--- src/rtl/cpu_types_pkg.sv ---
// cpu_types_pkg: shared datapath types plus icache frame, address-split and FSM state types
package cpu_types_pkg;
  typedef logic [31:0] word_t;
  localparam int ICACHE_SETS = 16;
  localparam int ICACHE_IDX_W = 4;
  localparam int ICACHE_TAG_W = 32 - ICACHE_IDX_W - 2;
  typedef struct packed {
    logic [ICACHE_TAG_W-1:0] tag;
    logic [ICACHE_IDX_W-1:0] idx;
    logic [1:0] bytoff;
  } icachef_t;
  typedef struct packed {
    logic valid;
    logic [ICACHE_TAG_W-1:0] tag;
    word_t data;
  } icache_frame_t;
  typedef enum logic {IDLE, FETCH} icache_state_t;
endpackage

--- src/rtl/icache_if.sv ---
// icache_if: fetch-port and memory-port signals between datapath, icache and memory controller
// imemREN/imemaddr: fetch request; ihit/imemload: fetch response
// iREN/iaddr: memory read request; iwait/iload: memory response
interface icache_if;
  import cpu_types_pkg::*;
  logic imemREN;
  word_t imemaddr;
  logic ihit;
  word_t imemload;
  logic iREN;
  word_t iaddr;
  logic iwait;
  word_t iload;
  modport slave (input imemREN, imemaddr, iwait, iload, output ihit, imemload, iREN, iaddr);
  modport master (output imemREN, imemaddr, iwait, iload, input ihit, imemload, iREN, iaddr);
endinterface

--- src/rtl/icache_frames.sv ---
// icache_frames: direct-mapped frame array, combinational read by index, synchronous fill write
// CLK/RST: clock and synchronous clear; rd_*: lookup port; we/wr_*: fill port
module icache_frames
  import cpu_types_pkg::*;
#(
  parameter int SETS = 16,
  localparam int IDX_W = $clog2(SETS),
  localparam int TAG_W = 30 - IDX_W
) (
  input  logic             CLK,
  input  logic             RST,
  input  logic [IDX_W-1:0] rd_idx,
  output logic             rd_valid,
  output logic [TAG_W-1:0] rd_tag,
  output word_t            rd_data,
  input  logic             we,
  input  logic [IDX_W-1:0] wr_idx,
  input  logic [TAG_W-1:0] wr_tag,
  input  word_t            wr_data
);
  typedef struct packed {
    logic valid;
    logic [TAG_W-1:0] tag;
    word_t data;
  } frame_t;
  frame_t frames_q [SETS];
  frame_t frames_d [SETS];
  always_comb begin
    frames_d = frames_q;
    if (we) frames_d[wr_idx] = '{valid: 1'b1, tag: wr_tag, data: wr_data};
    rd_valid = frames_q[rd_idx].valid;
    rd_tag = frames_q[rd_idx].tag;
    rd_data = frames_q[rd_idx].data;
  end
  always_ff @(posedge CLK) begin
    if (RST) frames_q <= '{default: '0};
    else frames_q <= frames_d;
  end
endmodule

--- src/rtl/icache.sv ---
// icache: direct-mapped one-word-block instruction cache with single-word miss fill
// CLK/RST: clock and synchronous active-high reset; bus: fetch and memory handshake
// hit_count: saturating count of ihit cycles; miss_count: saturating count of fills started
module icache
  import cpu_types_pkg::*;
#(
  parameter int SETS = 16,
  parameter int CNT_W = 32
) (
  input  logic             CLK,
  input  logic             RST,
  icache_if.slave          bus,
  output logic [CNT_W-1:0] hit_count,
  output logic [CNT_W-1:0] miss_count
);
  localparam int IDX_W = $clog2(SETS);
  localparam int TAG_W = 30 - IDX_W;
  icache_state_t state_q, state_d;
  word_t miss_addr_q, miss_addr_d;
  logic [CNT_W-1:0] hit_q, hit_d, miss_q, miss_d;
  logic rd_valid, hit, miss, fill;
  logic [TAG_W-1:0] rd_tag;
  word_t rd_data;
  logic unused_bytoff;
  assign unused_bytoff = ^bus.imemaddr[1:0];
  icache_frames #(.SETS(SETS)) u_frames (
    .CLK     (CLK),
    .RST     (RST),
    .rd_idx  (bus.imemaddr[IDX_W+1:2]),
    .rd_valid(rd_valid),
    .rd_tag  (rd_tag),
    .rd_data (rd_data),
    .we      (fill),
    .wr_idx  (miss_addr_q[IDX_W+1:2]),
    .wr_tag  (miss_addr_q[31:IDX_W+2]),
    .wr_data (bus.iload)
  );
  always_comb begin
    hit = state_q == IDLE && bus.imemREN && rd_valid && rd_tag == bus.imemaddr[31:IDX_W+2];
    miss = state_q == IDLE && bus.imemREN && !hit;
    fill = state_q == FETCH && !bus.iwait;
    state_d = miss ? FETCH : fill ? IDLE : state_q;
    miss_addr_d = miss ? {bus.imemaddr[31:2], 2'b00} : miss_addr_q;
    hit_d = hit_q + CNT_W'(hit && !(&hit_q));
    miss_d = miss_q + CNT_W'(miss && !(&miss_q));
    bus.ihit = hit;
    bus.imemload = hit ? rd_data : '0;
    bus.iREN = state_q == FETCH;
    bus.iaddr = state_q == FETCH ? miss_addr_q : '0;
  end
  always_ff @(posedge CLK) begin
    if (RST) begin
      state_q <= IDLE;
      miss_addr_q <= '0;
      hit_q <= '0;
      miss_q <= '0;
    end else begin
      state_q <= state_d;
      miss_addr_q <= miss_addr_d;
      hit_q <= hit_d;
      miss_q <= miss_d;
    end
  end
  assign hit_count = hit_q;
  assign miss_count = miss_q;
endmodule

--- src/flat_wrapper.sv ---
// flat-port wrapper written by rule: the top's interface ports become plain ports
module icache_flat import cpu_types_pkg::*;
#(
  parameter int SETS = 16,
  parameter int CNT_W = 32
)
  (CLK, RST, hit_count, miss_count, bus_imemREN, bus_imemaddr, bus_iwait, bus_iload, bus_ihit, bus_imemload, bus_iREN, bus_iaddr);
  icache_if bus_i ();
  input  logic CLK;
  input  logic RST;
  output logic [CNT_W-1:0] hit_count;
  output logic [CNT_W-1:0] miss_count;
  input wire logic [$bits(bus_i.imemREN)-1:0] bus_imemREN;
  input wire logic [$bits(bus_i.imemaddr)-1:0] bus_imemaddr;
  input wire logic [$bits(bus_i.iwait)-1:0] bus_iwait;
  input wire logic [$bits(bus_i.iload)-1:0] bus_iload;
  output wire logic [$bits(bus_i.ihit)-1:0] bus_ihit;
  output wire logic [$bits(bus_i.imemload)-1:0] bus_imemload;
  output wire logic [$bits(bus_i.iREN)-1:0] bus_iREN;
  output wire logic [$bits(bus_i.iaddr)-1:0] bus_iaddr;
  assign bus_i.imemREN = bus_imemREN;
  assign bus_i.imemaddr = bus_imemaddr;
  assign bus_i.iwait = bus_iwait;
  assign bus_i.iload = bus_iload;
  assign bus_ihit = bus_i.ihit;
  assign bus_imemload = bus_i.imemload;
  assign bus_iREN = bus_i.iREN;
  assign bus_iaddr = bus_i.iaddr;
  icache #(.SETS(SETS), .CNT_W(CNT_W)) u_core (.CLK(CLK), .RST(RST), .bus(bus_i), .hit_count(hit_count), .miss_count(miss_count));
endmodule
--- config.mk ---
export PLATFORM = sky130hd
export DESIGN_NAME = icache_flat
export DESIGN_NICKNAME = d
export VERILOG_FILES = /design/src/rtl/cpu_types_pkg.sv /design/src/rtl/icache_if.sv /design/src/rtl/icache_frames.sv /design/src/rtl/icache.sv /design/src/flat_wrapper.sv
export SDC_FILE = /design/constraint.sdc
export NUM_CORES = 2
export LEC_CHECK = 0
export BUFFER_PORTS_ARGS = -buffer_cell sky130_fd_sc_hd__buf_2
export CORE_UTILIZATION = 65
export CTS_BUF_LIST = sky130_fd_sc_hd__clkbuf_4 sky130_fd_sc_hd__clkbuf_8 sky130_fd_sc_hd__clkbuf_16
export DETAILED_ROUTE_END_ITERATION = 12
export GPL_ROUTABILITY_DRIVEN = 0
export PLACE_DENSITY = 0.91
export SETUP_SLACK_MARGIN = 0.05
export SKIP_CTS_REPAIR_TIMING = 1
export SLEW_MARGIN = 20
export SYNTH_ARGS = -nofsm -noshare
export SYNTH_HDL_FRONTEND = slang
export SYNTH_SLANG_ARGS = --single-unit
--- constraint.sdc ---
create_clock -name CLK -period 9.8 [get_ports CLK]
set_input_delay 1.96 -clock CLK [delete_from_list [all_inputs] [get_ports CLK]]
set_output_delay 1.96 -clock CLK [all_outputs]
set_load 0.01 [all_outputs]
---- Yosys cells after proc, flatten, opt, wreduce, memory -nomap -nowiden ----
Cells that the tools add are included.
storage, ports and cells
  input bits .............................. 68
  output and inout port bits .............. 130
  bits in registers ....................... 1039
cells by class
  reduce and logical (&&, ||, !) cells .... 15
  mux-type cells .......................... 10
  $lt $le $gt $ge ......................... 3
  add/sub/neg operators ................... 2
  eq/ne operators ......................... 1
  bitwise operators ....................... 3
operators with widths
  operator                                                                      number
  944-bit bitwise mux                                                           1
  59-bit binary-select mux with 4-bit select                                    1
  59-bit demux with 4-bit select                                                1
  59-bit two-way mux                                                            3
  32-bit by 1-bit adder with 32-bit output                                      2
  32-bit two-way mux                                                            2
  32-bit AND reduction                                                          2
  26-bit equality test                                                          1
  5-bit >= comparator, second input constant                                    2
  4-bit NOT with 5-bit output                                                   2
  1-bit logical AND                                                             8
  5-bit by 1-bit less-than comparator with 1-bit output, second input constant  1
  1-bit zero test                                                               4
  1-bit two-way mux                                                             2
  2-bit nonzero test                                                            1
  1-bit NOT                                                                     1

---- Longest topological paths before layout ----
  word-level depth ........................ 10
  gate-level depth with buffers ........... 26
  gate-level depth less buffers ........... 18

---- Hierarchy ----
A second synthesis with hierarchy kept.
unflattened totals
  cells, all modules ...................... 5574
  area, all modules ....................... 48107.4 um2
by module, submodules not included
  module         cells each  instances  area each (um2)  seq. area each (um2)
  icache_frames  4916        1          42714.7          18898.1
  icache         658         1          5392.7           1901.8

---- Worst setup path after synthesis ----
OpenSTA, ideal clock, no wires.
  kind .................................... input -> output
  from .................................... input bus_imemaddr[3]
  to ...................................... output bus_imemload[13]
  data arrival time ....................... 4.765 ns
  stages on the path ...................... 11
  required time ........................... 7.840 ns
  path slack .............................. 3.075 ns
  cells stage by stage .................... buf_2 > buf_6 > buf_4 > buf_6 > buf_6 > buf_4 > buf_6 > clkbuf_1 > mux4_2 > mux4_2 > nor2b_1
on the way
  cells in the longest elaborated chain, start to end .. 7
  elaborated cells between the ends (all ways) .. 8
  classes of those cells .................. 1 x eq/ne; 4 x mux; 1 x bitwise; 2 x reduce/logical
RTL lines
  item                                                              RTL line                                                       RTL
  start: declaration                                                flat_wrapper.sv:14                                             input wire logic [$bits(bus_i.imemaddr)-1:0] bus_imemaddr;
  4-bit NOT with 5-bit output (not written as such) *               icache_frames.sv:31, icache_frames.sv:32, icache_frames.sv:33
  59-bit binary-select mux with 4-bit select *                      icache_frames.sv:31, icache_frames.sv:32, icache_frames.sv:33
  59-bit two-way mux (not written as such) * (2 in a row)           icache_frames.sv:33                                            rd_data = frames_q[rd_idx].data;
  26-bit equality test / 1-bit logical AND (equally long branches)  icache.sv:39                                                   hit = state_q == IDLE && bus.imemREN && rd_valid && rd_tag == bus.imemaddr[31:IDX_W+2];
  1-bit logical AND                                                 icache.sv:39
  32-bit two-way mux *                                              icache.sv:47                                                   bus.imemload = hit ? rd_data : '0;
  end: declaration                                                  flat_wrapper.sv:18                                             output wire logic [$bits(bus_i.imemload)-1:0] bus_imemload;
Every way passes the cells marked *; elsewhere a longest branch is shown, timed or not. The select of a mux whose other input is x is not followed.

---- Final worst setup path ----
  from .................................... input bus_imemaddr[3]
  to ...................................... output bus_imemload[0]
Same word-level chain as after synthesis.

==> results.ini <==
[status]
outcome=complete, no violations

[logic_synthesis]
async_flop_share=0
avgSynthCellArea_sq_um=8.51
syn_area_sq_mm=0.0456
ys_types=63
synthFlopType=dfxtp_1
yosys_warnings=0
synth-edff-count=0
netlist_instances=5351
postSynthRegisterBits=1039
synth_seq_area_share=0.457

[sta]
min_period_over_period=0.805
fin_skew_ns=0.0271
maxSlewHeadroom=0.202
rsz0062_at_grt=no
fin_ws_ns=1.91
finalSetupViolCount=0
tightest_slew_ns=1.20
hold_viol_final=0
fin_setup_tns_ns=0
finalMaxSlewViolations=0
fmax_ghz=0.127
fin_crit_ns=7.89

[hold_path]
holdPathEnd=u_core.u_frames.frames_q[865]
min_path_type=reg2reg
hold_depth=2
hp-start=u_core.u_frames.frames_q[865]

[clock_network]
cts_buffer_depth=3
tritoncts=built
clock_sinks=1039
cts.clk_slew.worst_paths_ns=0.06
cts_root_buffer=clkbuf_16
cts_inserted_buffers=101
htreeDepth=3
insertion_delay_ns=0.70

[critical_path]
setup.worst_path.end_class=output port
worstPathArrival_ns=5.93
worstSetupPathType=in2out
cp_max_fo=94
r2r_slack_ns=4.76
slowest_stage=buf_8
cp.depth=12
critPathBufInv=4
r2r-end=u_core.hit_count[30]
timing.rr.start=u_core.u_frames.frames_q[101]
critPathMostFrequentCell=mux2i_1
worstPathCellList=buf_8 > buf_12 > mux4_2 > mux2i_1 > mux2i_1 > xnor2_1 > nand3_1 > nor4bb_1 > nand4_1 > buf_4 > nor2b_1 > buf_2
max_stage_delay_ns=0.69
cpLargestDelayFamily=buffers and inverters
cp.required_ns=7.84
startpoint_type=input port
r2r_cells=19

[floorplanning]
initial_core_util=0.661
rows=96
die_w_microns=267
io_pins=198
coreArea_sq_mm=0.0689
die-area_sq_mm=0.0712
die_height_microns=267

[finish]
final_area_sq_mm=0.0498
final_nets=5238
nFillCells=4480
final_cell_mix=1929 x nand2_1, 1039 x dfxtp_1, 938 x a21oi_1, 238 x mux4_2, 189 x buf_2
final_common_cell=nand2_1
final_cell_count_no_fill=6185
layout-drive-gt1-share=0.137
area_growth_pct=9.26

[placement]
port_buffers=193
dp_hpwl_microns=71900
dp_slack_ns=2.02
dpl-instance-area_sq_mm=0.0459
placedCellCount=5993

[global_routing]
grt_pass1_vias=41300
antenna_found_initial=9
track_usage=0.405
grt_max_degree=223
grt_remaining_overflow=0
grt_pass1_wl_microns=223000

[route]
num_vias=41900
wl_per_cell_microns=23.8
route.detailed.drc=0
drt-vias-per-instance=6.77
wl_met3_microns=22700
ant_nets=0
drtPass1Iterations=9
top_layer_used=met5
drt_iter0_drc=7820
route.final.wire_length_microns=147000
wl_met2_microns=65000
met1_length_microns=47800

[job]
drv_cap=0

[power]
vdd_drop_max_v=0.000171
cellLeakagePower_nw=16.7
power_density_mw_per_mm2=185

[worst register-to-register path, cell delays in order, from the launching register on]
cell	delay, ns
dfxtp_1	0.32
mux4_1	0.50
mux2i_1	0.24
mux2i_1	0.30
xnor2_1	0.29
nand3_1	0.10
nor4bb_1	0.33
nand4_1	0.14
buf_4	0.33
nor2_1	0.18
ha_1	0.22
ha_1	0.23
inv_1	0.06
nor2_1	0.29
and2_1	0.33
nand2_1	0.11
nor2_1	0.20
nand3_1	0.26
or3_1	0.38
a21oi_1	0.15
[cell usage after synthesis (all sizes together), types with 6 or more instances]
master | count | share of area
xnor2 | 29 | 0.0056
or3 | 10 | 0.0014
buf | 113 | 0.019
nor2 | 120 | 0.0099
and4 | 6 | 0.0012
mux2 | 6 | 0.0015
nand4 | 16 | 0.0022
nand3 | 39 | 0.0044
nor2b | 49 | 0.0067
and3 | 10 | 0.0014
clkbuf | 415 | 0.034
inv | 7 | 0.00058
o21ai | 42 | 0.0046
nand2b | 10 | 0.0014
dfxtp | 1039 | 0.46
nor3b | 27 | 0.0044
o311ai | 31 | 0.0060
mux2i | 60 | 0.013
a21oi | 938 | 0.10
mux4 | 262 | 0.13
xor2 | 50 | 0.0096
a32oi | 30 | 0.0058
dlygate4sd3 | 8 | 0.0018
nand2 | 1941 | 0.16
and2 | 31 | 0.0043
nor3 | 17 | 0.0019
[per-layer routing]
metal | GRT usage | vias up
met5 | 0 | -
met4 | 0.303 | 8
met3 | 0.124 | 1096
met2 | 0.611 | 3700
met1 | 0.488 | 19500
li1 | - | 17600
[flip-flops by register name (all words and copies together), names as in the netlist]
| name | cells |
|---|---|
| u_core.miss_count | 32 |
| u_core.bus.iREN | 1 |
| u_core.u_frames.frames_q | 944 |
| u_core.hit_count | 32 |
| u_core.miss_addr_q | 30 |
[power breakdown]
part	total, mW	switching [mW]	internal (mW)
registers	4.33	0.0779	4.26
clock network	4.42	1.75	2.67
logic	0.478	0.337	0.140
[area by class of cell]
cell class                 count  area, sq um  share of cell area
inverter                       8         32.5            0.000653
clock inverter                53          903              0.0181
multi-input combinational   3768        22500               0.452
timing repair buffer         248         1470              0.0296
antenna                        5         12.5            0.000251
sequential                  1039        20800               0.418
clock buffer                 133         2890              0.0581
tap                          931         1160              0.0234
[cell families (layout without fill, tap and decap cells)]
group / Yosys count / in the layout / share of synthesized area
and+or+nand+nor: 2289 / 2289 / 0.201
AOI/OAI and AO/OA: 1066 / 1066 / 0.124
DFF: 1039 / 1039 / 0.457
buffers and inverters: 545 / 442 / 0.0555
muxes: 328 / 328 / 0.146
xor gates and xnor gates: 79 / 79 / 0.0152
adders and majority gates: 4 / 4 / 0.00110
other: 1 / 7 / 0.0000823
[worst max-delay path by stage]
stage	from	end	slack [ns]
after floorplan	bus_imemaddr[3]	bus_imemload[13]	3.08
after global placement	bus_imemaddr[3]	bus_imemload[31]	2.20
after detailed placement	bus_imemaddr[3]	u_core.hit_count[30]	2.02
after CTS	bus_imemaddr[3]	bus_imemload[0]	2.09
after global routing	bus_imemaddr[3]	bus_imemload[16]	1.78
final	bus_imemaddr[3]	bus_imemload[0]	1.91
[through the flow]
step	hold slack, ns	power [mW]	utilization
floorplan	0.432	4.75	-
global placement	0.436	4.86	0.666
detailed placement	0.443	4.87	0.666
CTS	0.453	9.18	0.721
global route	0.465	9.40	0.722
finish	0.453	9.23	0.722
No activity file was read; power rests on OpenSTA's default activity.
